===== src/rtl/mips_pkg.sv =====
// ==========================================================================
// mips_pkg : shared widths, special register numbers and grant encoding
// Revision : 1.0
// ==========================================================================
`default_nettype none

package mips_pkg;

  localparam int ADDR_WIDTH   = 5;
  localparam int DATA_WIDTH   = 32;
  localparam int ZERO_REG     = 0;
  localparam int RESERVED_REG = 30;

  typedef enum logic {
    GNT_ALU = 1'b0,
    GNT_MEM = 1'b1
  } grant_e;

endpackage

`default_nettype wire


===== src/rtl/rr_arbiter2.sv =====
// ==========================================================================
// rr_arbiter2 : two-requester round-robin arbiter, combinational grants
// Revision    : 1.0
// ==========================================================================
`default_nettype none

module rr_arbiter2
  import mips_pkg::*;
(
  input  logic clock,
  input  logic reset,
  input  logic req_alu,
  input  logic req_mem,
  output logic gnt_alu,
  output logic gnt_mem
);

  grant_e last_grant;

  // On a tie the requester that did not win last time gets the port.
  assign gnt_alu = req_alu && (!req_mem || (last_grant == GNT_MEM));
  assign gnt_mem = req_mem && (!req_alu || (last_grant == GNT_ALU));

  always_ff @(posedge clock) begin
    if (reset) begin
      last_grant <= GNT_MEM;
    end else if (gnt_alu) begin
      last_grant <= GNT_ALU;
    end else if (gnt_mem) begin
      last_grant <= GNT_MEM;
    end
  end

endmodule

`default_nettype wire


===== src/rtl/regfile_wb_arbiter.sv =====
// ==========================================================================
// regfile_wb_arbiter : shares the RF write port between ALU and load
//                      writeback, with a busy scoreboard for RAW hazards
// Revision           : 1.0
// ==========================================================================
`default_nettype none

module regfile_wb_arbiter #(
  parameter int DATA_WIDTH   = mips_pkg::DATA_WIDTH,
  parameter int ADDR_WIDTH   = mips_pkg::ADDR_WIDTH,
  parameter int RESERVED_REG = mips_pkg::RESERVED_REG
) (
  input  logic                       clock,
  input  logic                       reset,
  input  logic                       alu_valid,
  output logic                       alu_ready,
  input  logic [ADDR_WIDTH-1:0]      alu_reg,
  input  logic [DATA_WIDTH-1:0]      alu_data,
  input  logic                       mem_valid,
  output logic                       mem_ready,
  input  logic [ADDR_WIDTH-1:0]      mem_reg,
  input  logic [DATA_WIDTH-1:0]      mem_data,
  input  logic                       issue_valid,
  input  logic [ADDR_WIDTH-1:0]      issue_reg,
  output logic                       issue_ready,
  input  logic [ADDR_WIDTH-1:0]      readRegister1,
  input  logic [ADDR_WIDTH-1:0]      readRegister2,
  output logic                       hazard1,
  output logic                       hazard2,
  output logic                       RegWrite,
  output logic [ADDR_WIDTH-1:0]      writeRegister,
  output logic [DATA_WIDTH-1:0]      writeData,
  output logic                       dropped_write,
  output logic [2**ADDR_WIDTH-1:0]   busy
);

  import mips_pkg::*;

  localparam logic [ADDR_WIDTH-1:0] R_ZERO = ADDR_WIDTH'(ZERO_REG);
  localparam logic [ADDR_WIDTH-1:0] R_RSVD = ADDR_WIDTH'(RESERVED_REG);

  function automatic logic is_sink(input logic [ADDR_WIDTH-1:0] r);
    return (r == R_ZERO) || (r == R_RSVD);
  endfunction

  logic                    alu_gnt;
  logic                    mem_gnt;
  logic                    accept;
  logic                    acc_sink;
  logic [ADDR_WIDTH-1:0]   acc_reg;
  logic [DATA_WIDTH-1:0]   acc_data;
  logic                    issue_fire;
  logic [2**ADDR_WIDTH-1:0] busy_next;

  rr_arbiter2 u_arb (
    .clock   (clock),
    .reset   (reset),
    .req_alu (alu_valid),
    .req_mem (mem_valid),
    .gnt_alu (alu_gnt),
    .gnt_mem (mem_gnt)
  );

  assign alu_ready = alu_gnt;
  assign mem_ready = mem_gnt;

  assign accept   = alu_gnt || mem_gnt;
  assign acc_reg  = alu_gnt ? alu_reg  : mem_reg;
  assign acc_data = alu_gnt ? alu_data : mem_data;
  assign acc_sink = is_sink(acc_reg);

  // ------------------------------------------------------------------------
  // Write stage: one registered slot feeding the register file port.
  // Dropped writes complete the handshake but never raise RegWrite.
  // ------------------------------------------------------------------------
  always_ff @(posedge clock) begin
    if (reset) begin
      RegWrite      <= 1'b0;
      writeRegister <= '0;
      writeData     <= '0;
      dropped_write <= 1'b0;
    end else begin
      RegWrite      <= accept && !acc_sink;
      dropped_write <= accept && acc_sink;
      if (accept && !acc_sink) begin
        writeRegister <= acc_reg;
        writeData     <= acc_data;
      end
    end
  end

  // ------------------------------------------------------------------------
  // Scoreboard: r0 and the reserved register are never tracked.
  // ------------------------------------------------------------------------
  assign issue_ready = !busy[issue_reg] || is_sink(issue_reg);
  assign issue_fire  = issue_valid && issue_ready && !is_sink(issue_reg);

  // Clear is applied before set so a same-edge issue keeps the bit.
  always_comb begin
    busy_next = busy;
    if (RegWrite) begin
      busy_next[writeRegister] = 1'b0;
    end
    if (issue_fire) begin
      busy_next[issue_reg] = 1'b1;
    end
  end

  always_ff @(posedge clock) begin
    if (reset) begin
      busy <= '0;
    end else begin
      busy <= busy_next;
    end
  end

  assign hazard1 = busy[readRegister1] && (readRegister1 != R_ZERO);
  assign hazard2 = busy[readRegister2] && (readRegister2 != R_ZERO);

endmodule

`default_nettype wire


===== config.mk =====
export PLATFORM = sky130hd
export DESIGN_NAME = regfile_wb_arbiter
export DESIGN_NICKNAME = d
export VERILOG_FILES = /design/src/rtl/mips_pkg.sv /design/src/rtl/rr_arbiter2.sv /design/src/rtl/regfile_wb_arbiter.sv
export SDC_FILE = /design/constraint.sdc
export NUM_CORES = 1
export LEC_CHECK = 0
export CORE_ASPECT_RATIO = 1.4
export CORE_MARGIN = 2
export CORE_UTILIZATION = 40
export DETAILED_ROUTE_END_ITERATION = 10
export GPL_TIMING_DRIVEN = 0
export PLACE_DENSITY = 0.76
export SYNTH_ARGS = -nofsm -noshare
export SYNTH_HDL_FRONTEND = slang
export SYNTH_SLANG_ARGS = --single-unit
export TNS_END_PERCENT = 1

===== constraint.sdc =====
create_clock -name clock -period 4.15 [get_ports clock]
set_clock_uncertainty 0.2 [all_clocks]
set_input_delay 0.83 -clock clock [delete_from_list [all_inputs] [get_ports clock]]
set_output_delay 0.83 -clock clock [all_outputs]
set_load 0.02 [all_outputs]

==> impl_metrics.yaml, run 1 <==
critical_path:
  worstPathMaxFanout: 7
  path_delay_family: "buffers and inverters"
  required_ns: 3.12
  worst-path-buf-inv: 2
  cp_data_arrival_time_ns: 3.01
  end_kind: "output pin"
  critPathKind: "in -> out"
  crit_path_top_delay_cell: "clkdlybuf4s50_1"
  crit_chain: "clkdlybuf4s50_1 > or3b_2 > o221ai_1 > a21oi_1 > o21ai_2 > o22ai_1 > dlygate4sd2_1"
  max_stage_delay_ns: 0.65
  worst_setup_path_start_kind: "input pin"
synthesis:
  synth_ff_type: "dfxtp_1"
  ys_warn_count: 0
  synth_cell_type_count: 45
  synth.avg_cell_area_um2: 8.30
  syn-cell-area_mm2: 0.00402
  synth_edf_count: 0
  synth-seq-cells: 72
  syn-num-nets: 579
  netlist_instances: 485
  ys_seq_area_frac: 0.358
  async_flop_share: 0
final_layout:
  antenna_cells: 0
  syn2layout_area_growth_pct: 52.1
  seq_area_mm2: 0.00144
  fillers: 846
  multi_input_area_mm2: 0.00240
  postLayoutCellArea_mm2: 0.00612
  layout.nets: 752
  fin_util: 0.622
  drive_above_1_share: 0.0830
drt:
  drt-pass1-iter-count: 5
  antenna_left: 0
  drc: 0
  wl_mm: 14.7
  post_drt_via_cell_ratio: 5.74
  drtIter0Drc: 272
  wl_per_cell_um: 18.4
  vias: 4583
job:
  cap_violations: 0
die:
  ios: 170
  die_w_um: 88.8
  fp.dieH_um: 123
  core_mm2: 0.00985
  dieArea_mm2: 0.0109
  num_rows: 43
  start_util: 0.409
power:
  switching_share: 0.280
  power_density_mw_per_mm2: 327
  pwr-share-comb: 0.225
  p_switching_mw: 0.562
  finalPower_mw: 2.00
  p_leak_nw: 2.21
  pwr-share-clk: 0.397
  p_int_mw: 1.44
  power_frac_seq: 0.379
  ir_worst_vdd_v: 0.000251
clocking:
  cts-root-buf: "clkbuf_16"
  cts.sinks: 72
  cts_tree: "done"
  clk_latency_ns: 0.35
  clkSlewWorstSetupHoldPaths_ns: 0.06
  cts_buffers: 9
  cts_buffer_depth: 2
  hold_buffers: 0
  htreeDepth: 3
sta:
  fin_hold_ws_ns: 0.298
  worst_slew_pin_slew_ns: 0.947
  setup_viol: 0
  max_freq_mhz: 247
  final.period_utilization: 0.974
  rsz0062_at_grt: "false"
  hold_violations: 0
  fin_setup_tns_ns: 0
  maxSlewViolCount: 0
  min_period_ns: 4.04
  slew_headroom: 0.364
place:
  placed_area_mm2: 0.00581
  hpwl_mm: 11.7
  place.gp.congestion: 0.952
  port_buffers: 162
status:
  status: "complete, no violations"
grt:
  grt_usage: 0.276
  grt-ovfl-total: 0
  antenna_found_initial: 0
  grt_pass1_wl_mm: 22.8
  grt_pass1_vias: 4542
  grt_max_degree: 12
worst_hold_path:
  hold_path_class: "reg -> reg"
[cells in the final DEF (no fill, tap or decap), types with 3 or more instances in the layout]
cell,instances
clkdlybuf4s50_1,161
nand2_1,103
dfxtp_1,72
nor2_1,44
a311oi_1,36
clkbuf_1,30
nand3_1,30
o21ai_0,28
mux4_2,18
o211ai_1,17
mux2i_1,11
buf_2,9
clkbuf_16,9
a21oi_1,8
nand3b_1,7
nor3b_1,7
and3_1,5
nor3_1,5
inv_1,4
nor2b_1,4
a32o_1,4
or3b_2,3
mux2_2,3
o21a_1,3
nand4_1,3
[power by group through the flow]
| stage | logic, mW | clock network, mW | registers (mW) |
|---|---|---|---|
| global placement | 0.444 | 0 | 0.771 |
| global route | 0.483 | 0.829 | 0.763 |
| CTS | 0.450 | 0.795 | 0.759 |
| floorplan | 0.174 | 0 | 0.814 |
| detailed placement | 0.448 | 0 | 0.772 |
| finish | 0.451 | 0.795 | 0.759 |
[synthesized netlist by cell type, types with 2 or more instances]
master / instances / share of area
o21ai_0: 28 / 0.035
a31oi_1: 2 / 0.0031
nand2b_1: 2 / 0.0031
mux4_2: 18 / 0.10
nor3_1: 5 / 0.0062
nand3b_1: 7 / 0.013
clkbuf_1: 29 / 0.027
a32o_1: 4 / 0.010
nand2_1: 103 / 0.096
o31ai_1: 2 / 0.0037
nor3b_1: 7 / 0.013
a22oi_1: 2 / 0.0037
mux2i_1: 11 / 0.027
o21a_1: 3 / 0.0056
nand3_1: 30 / 0.037
nand4_1: 3 / 0.0047
a21oi_1: 8 / 0.010
inv_1: 4 / 0.0037
a41oi_1: 2 / 0.0044
or4_1: 2 / 0.0037
and3_1: 5 / 0.0078
or3b_2: 3 / 0.0065
nor2_1: 44 / 0.041
a311oi_1: 36 / 0.078
nor2b_1: 4 / 0.0062
o221ai_1: 2 / 0.0044
mux2_2: 3 / 0.0084
o211ai_1: 17 / 0.032
or3_1: 2 / 0.0031
dfxtp_1: 72 / 0.36
and3b_1: 2 / 0.0044
buf_2: 10 / 0.012
[cell families (layout without fill, tap and decap cells)]
kind of cell           count (synthesis)  in the layout  synth area share
AO/OA/AOI/OAI                        112            112             0.205
buffers and inverters                 45            223            0.0451
flip-flops                            72             72             0.358
multiplexers                          32             32             0.137
AND/OR/NAND/NOR                      224            224             0.255
[registers in the layout, indices dropped and copies added (netlist names)]
signal,count
writeData,32
busy,32
dropped_write,1
RegWrite,1
writeRegister,5
u_arb.last_grant,1
[final timing paths]
kind / slack, ns / from / depth (start not counted) / to
setup / recovery: 0.11 / issue_reg[4] / 7 / issue_ready
hold / removal: 0.30 / writeData[4] / 2 / writeData[4]
setup reg to reg: 1.89 / u_arb.last_grant / 7 / writeData[13]
hold reg to reg: 0.30 / writeData[4] / 2 / writeData[4]
[worst register-to-register path, stage by stage, from the launching register on]
cell	delay, ns
dfxtp_1	0.32
nand2b_1	0.18
nand2_1	0.12
inv_2	0.08
a221oi_2	0.60
buf_2	0.35
nor2_1	0.07
a311oi_1	0.25
[metal layers]
metal	global-route usage	part of all wire
met4	0.145	0.042
met5	0	0
met1	0.277	0.35
met2	0.493	0.52
met3	0.0908	0.091
[layout make-up]
type,count,share of cell area
tap,135,0.0276
clock buffer,13,0.0425
clock inverter,3,0.00654
sequential,72,0.235
multi-input combinational,368,0.393
buffer,39,0.0266
inverter,6,0.00368
timing repair buffer,162,0.265
[per-stage QoR]
step,instances,worst slack [ns]
finish,798,0.106
global route,798,0.0153
CTS,798,0.126
detailed placement,782,-0.260
global placement,782,-0.262
floorplan,485,0.710
[repair_timing]
action,4_1_cts,5_1_grt
buffers inserted,0,0
resized for setup,4,0
endpoints found under the setup margin,1,0
Power figures use the tool's default switching activity.
==> inputs of run 2 (changes only) <==
--- a/config.mk
+++ b/config.mk
@@ -7,10 +7,10 @@
 export LEC_CHECK = 0
 export CORE_ASPECT_RATIO = 1.4
 export CORE_MARGIN = 2
-export CORE_UTILIZATION = 40
+export CORE_UTILIZATION = 45
 export DETAILED_ROUTE_END_ITERATION = 10
 export GPL_TIMING_DRIVEN = 0
-export PLACE_DENSITY = 0.76
+export PLACE_DENSITY = 0.84
 export SYNTH_ARGS = -nofsm -noshare
 export SYNTH_HDL_FRONTEND = slang
 export SYNTH_SLANG_ARGS = --single-unit
==> run 2 against run 1 <==
Sequential cell count unchanged; design area decreased by 0.39%; fmax increased by 0.90%; critical path type unchanged; critical endpoint unchanged.
==> impl_metrics.yaml, run 2 (synthesis results as in run 1) <==
clocking:
  hold_buffers: 0
  cts-resized-gates: 5
  cts-root-buf: "clkbuf_16"
  clkSlewWorstSetupHoldPaths_ns: 0.05
  cts_buffer_depth: 2
  htreeDepth: 3
  cts_setup_buffers: 0
  cts_tree: "done"
  cts_buffers: 9
  cts.sinks: 72
  clk_latency_ns: 0.34
drt:
  drtIter0Drc: 259
  drt-pass1-iter-count: 4
  wl_mm: 14.2
  post_drt_via_cell_ratio: 5.99
  wl_per_cell_um: 18.5
  drc: 0
  antenna_left: 0
  vias: 4597
place:
  port_buffers: 162
  place.gp.congestion: 0.976
  hpwl_mm: 11.2
grt:
  grt_max_degree: 12
  antenna_found_initial: 0
  grt_pass1_wl_mm: 22.5
  grt-ovfl-total: 0
  grt_usage: 0.296
  grt_pass1_vias: 4616
final_layout:
  seq_area_mm2: 0.00144
  layout_common_cells: "clkdlybuf4s50_1, nand2_1, dfxtp_1"
  reg_top3: "busy: 32 flops, writeData: 32 flops, writeRegister: 5 flops"
  syn2layout_area_growth_pct: 51.5
  drive_above_1_share: 0.0814
  multi_input_area_mm2: 0.00240
  layout.nets: 752
  antenna_cells: 0
  fillers: 708
  final_common_cell: "clkdlybuf4s50_1"
status:
  status: "complete, no violations"
critical_path:
  worst_setup_path_start_kind: "input pin"
  worstPathMaxFanout: 10
  r2r-end: "writeRegister[3]"
  endpoint: "issue_ready"
  timing.rr.start: "u_arb.last_grant"
  critPathKind: "in -> out"
  timing.critical_path.from: "issue_reg[1]"
  required_ns: 3.12
  reg2reg_depth: 7
  crit_cells: 7
  crit_chain: "clkdlybuf4s50_1 > buf_4 > mux4_2 > a22oi_1 > nand2_1 > o22ai_1 > dlygate4sd2_1"
  cp_data_arrival_time_ns: 2.98
  r2r_setup_slack_ns: 1.93
  crit_path_top_delay_cell: "clkdlybuf4s50_1"
  worst-path-buf-inv: 3
  end_kind: "output pin"
  max_stage_delay_ns: 0.55
  path_delay_family: "buffers and inverters"
power:
  ir_worst_vdd_v: 0.000281
  p_switching_mw: 0.553
  switching_share: 0.271
  power_frac_seq: 0.372
  finalPower_mw: 2.04
  pwr-share-comb: 0.219
  pwr-share-clk: 0.409
  p_leak_nw: 2.22
  p_int_mw: 1.49
  power_density_mw_per_mm2: 335
sta:
  rsz0062_at_grt: "false"
  final.period_utilization: 0.966
  setup_viol: 0
  worst_slew_pin_slew_ns: 0.854
  hold_violations: 0
  min_period_ns: 4.01
  fin_hold_ws_ns: 0.295
  slew_headroom: 0.426
  maxSlewViolCount: 0
  max_freq_mhz: 250
die:
  dieArea_mm2: 0.00973
  start_util: 0.465
  die_w_um: 83.9
  core_mm2: 0.00866
  num_rows: 40
  ios: 170
  fp.dieH_um: 116
worst_hold_path:
  hold_path_class: "reg -> reg"
job:
  cap_violations: 0
[run 2: tightest hold or removal path, stage by stage, from the launching register on]
cell,delay [ns]
dfxtp_1,0.30
nor2_1,0.09
a311oi_1,0.05
[run 2: worst min path at each step]
stage / from / end / slack [ns] / cells after the start
6_report: writeData[29] / writeData[29] / 0.29 / 2
5_1_grt: writeData[15] / writeData[15] / 0.31 / 2
4_1_cts: writeData[29] / writeData[29] / 0.30 / 2
3_5_place_dp: writeData[11] / writeData[11] / 0.29 / 2
3_3_place_gp: writeData[13] / writeData[13] / 0.28 / 2
2_1_floorplan: u_arb.last_grant / u_arb.last_grant / 0.27 / 2
[run 2: area by class of cell]
| class | instances | area share |
|---|---|---|
| Clock inverter | 3 | 0.0107 |
| Timing Repair Buffer | 162 | 0.266 |
| Clock buffer | 13 | 0.0410 |
| Inverter | 6 | 0.00369 |
| Multi-Input combinational cell | 368 | 0.394 |
| Sequential cell | 72 | 0.236 |
| Tap cell | 105 | 0.0215 |
| Buffer | 39 | 0.0267 |
[run 2: power groups by stage]
stage	logic, mW	clock network, mW	registers (mW)
floorplan	0.174	0	0.814
global placement	0.440	0	0.771
detailed placement	0.445	0	0.772
CTS	0.447	0.838	0.758
global route	0.480	0.869	0.764
finish	0.448	0.834	0.759
[run 2: per-stage QoR]
step,cells,setup WS [ns],utilization,area [um^2],setup TNS (ns)
6_report,768,0.142,0.704,6100,0
5_1_grt,768,0.00724,0.704,6100,0
4_1_cts,768,0.164,0.704,6100,0
3_5_place_dp,752,-0.262,0.667,5780,-0.262
3_3_place_gp,752,-0.207,0.667,5780,-0.207
2_1_floorplan,485,0.710,-,4020,0
[run 2: metal layers]
layer | global-route usage | part of all wire | vias up
met3 | 0.0883 | 0.084 | 52
met5 | 0 | 0 | -
met1 | 0.297 | 0.34 | 2144
met2 | 0.534 | 0.52 | 253
li1 | - | - | 2148
met4 | 0.192 | 0.055 | 0
==> inputs of run 3 (changes only) <==
--- a/config.mk
+++ b/config.mk
@@ -5,12 +5,14 @@
 export SDC_FILE = /design/constraint.sdc
 export NUM_CORES = 1
 export LEC_CHECK = 0
+export CAP_MARGIN = 20
 export CORE_ASPECT_RATIO = 1.4
 export CORE_MARGIN = 2
 export CORE_UTILIZATION = 45
 export DETAILED_ROUTE_END_ITERATION = 10
 export GPL_TIMING_DRIVEN = 0
 export PLACE_DENSITY = 0.84
+export SLEW_MARGIN = 15
 export SYNTH_ARGS = -nofsm -noshare
 export SYNTH_HDL_FRONTEND = slang
 export SYNTH_SLANG_ARGS = --single-unit
==> results of run 3 <==
No change in the layout: final DEF, timing and power equal those of run 2.
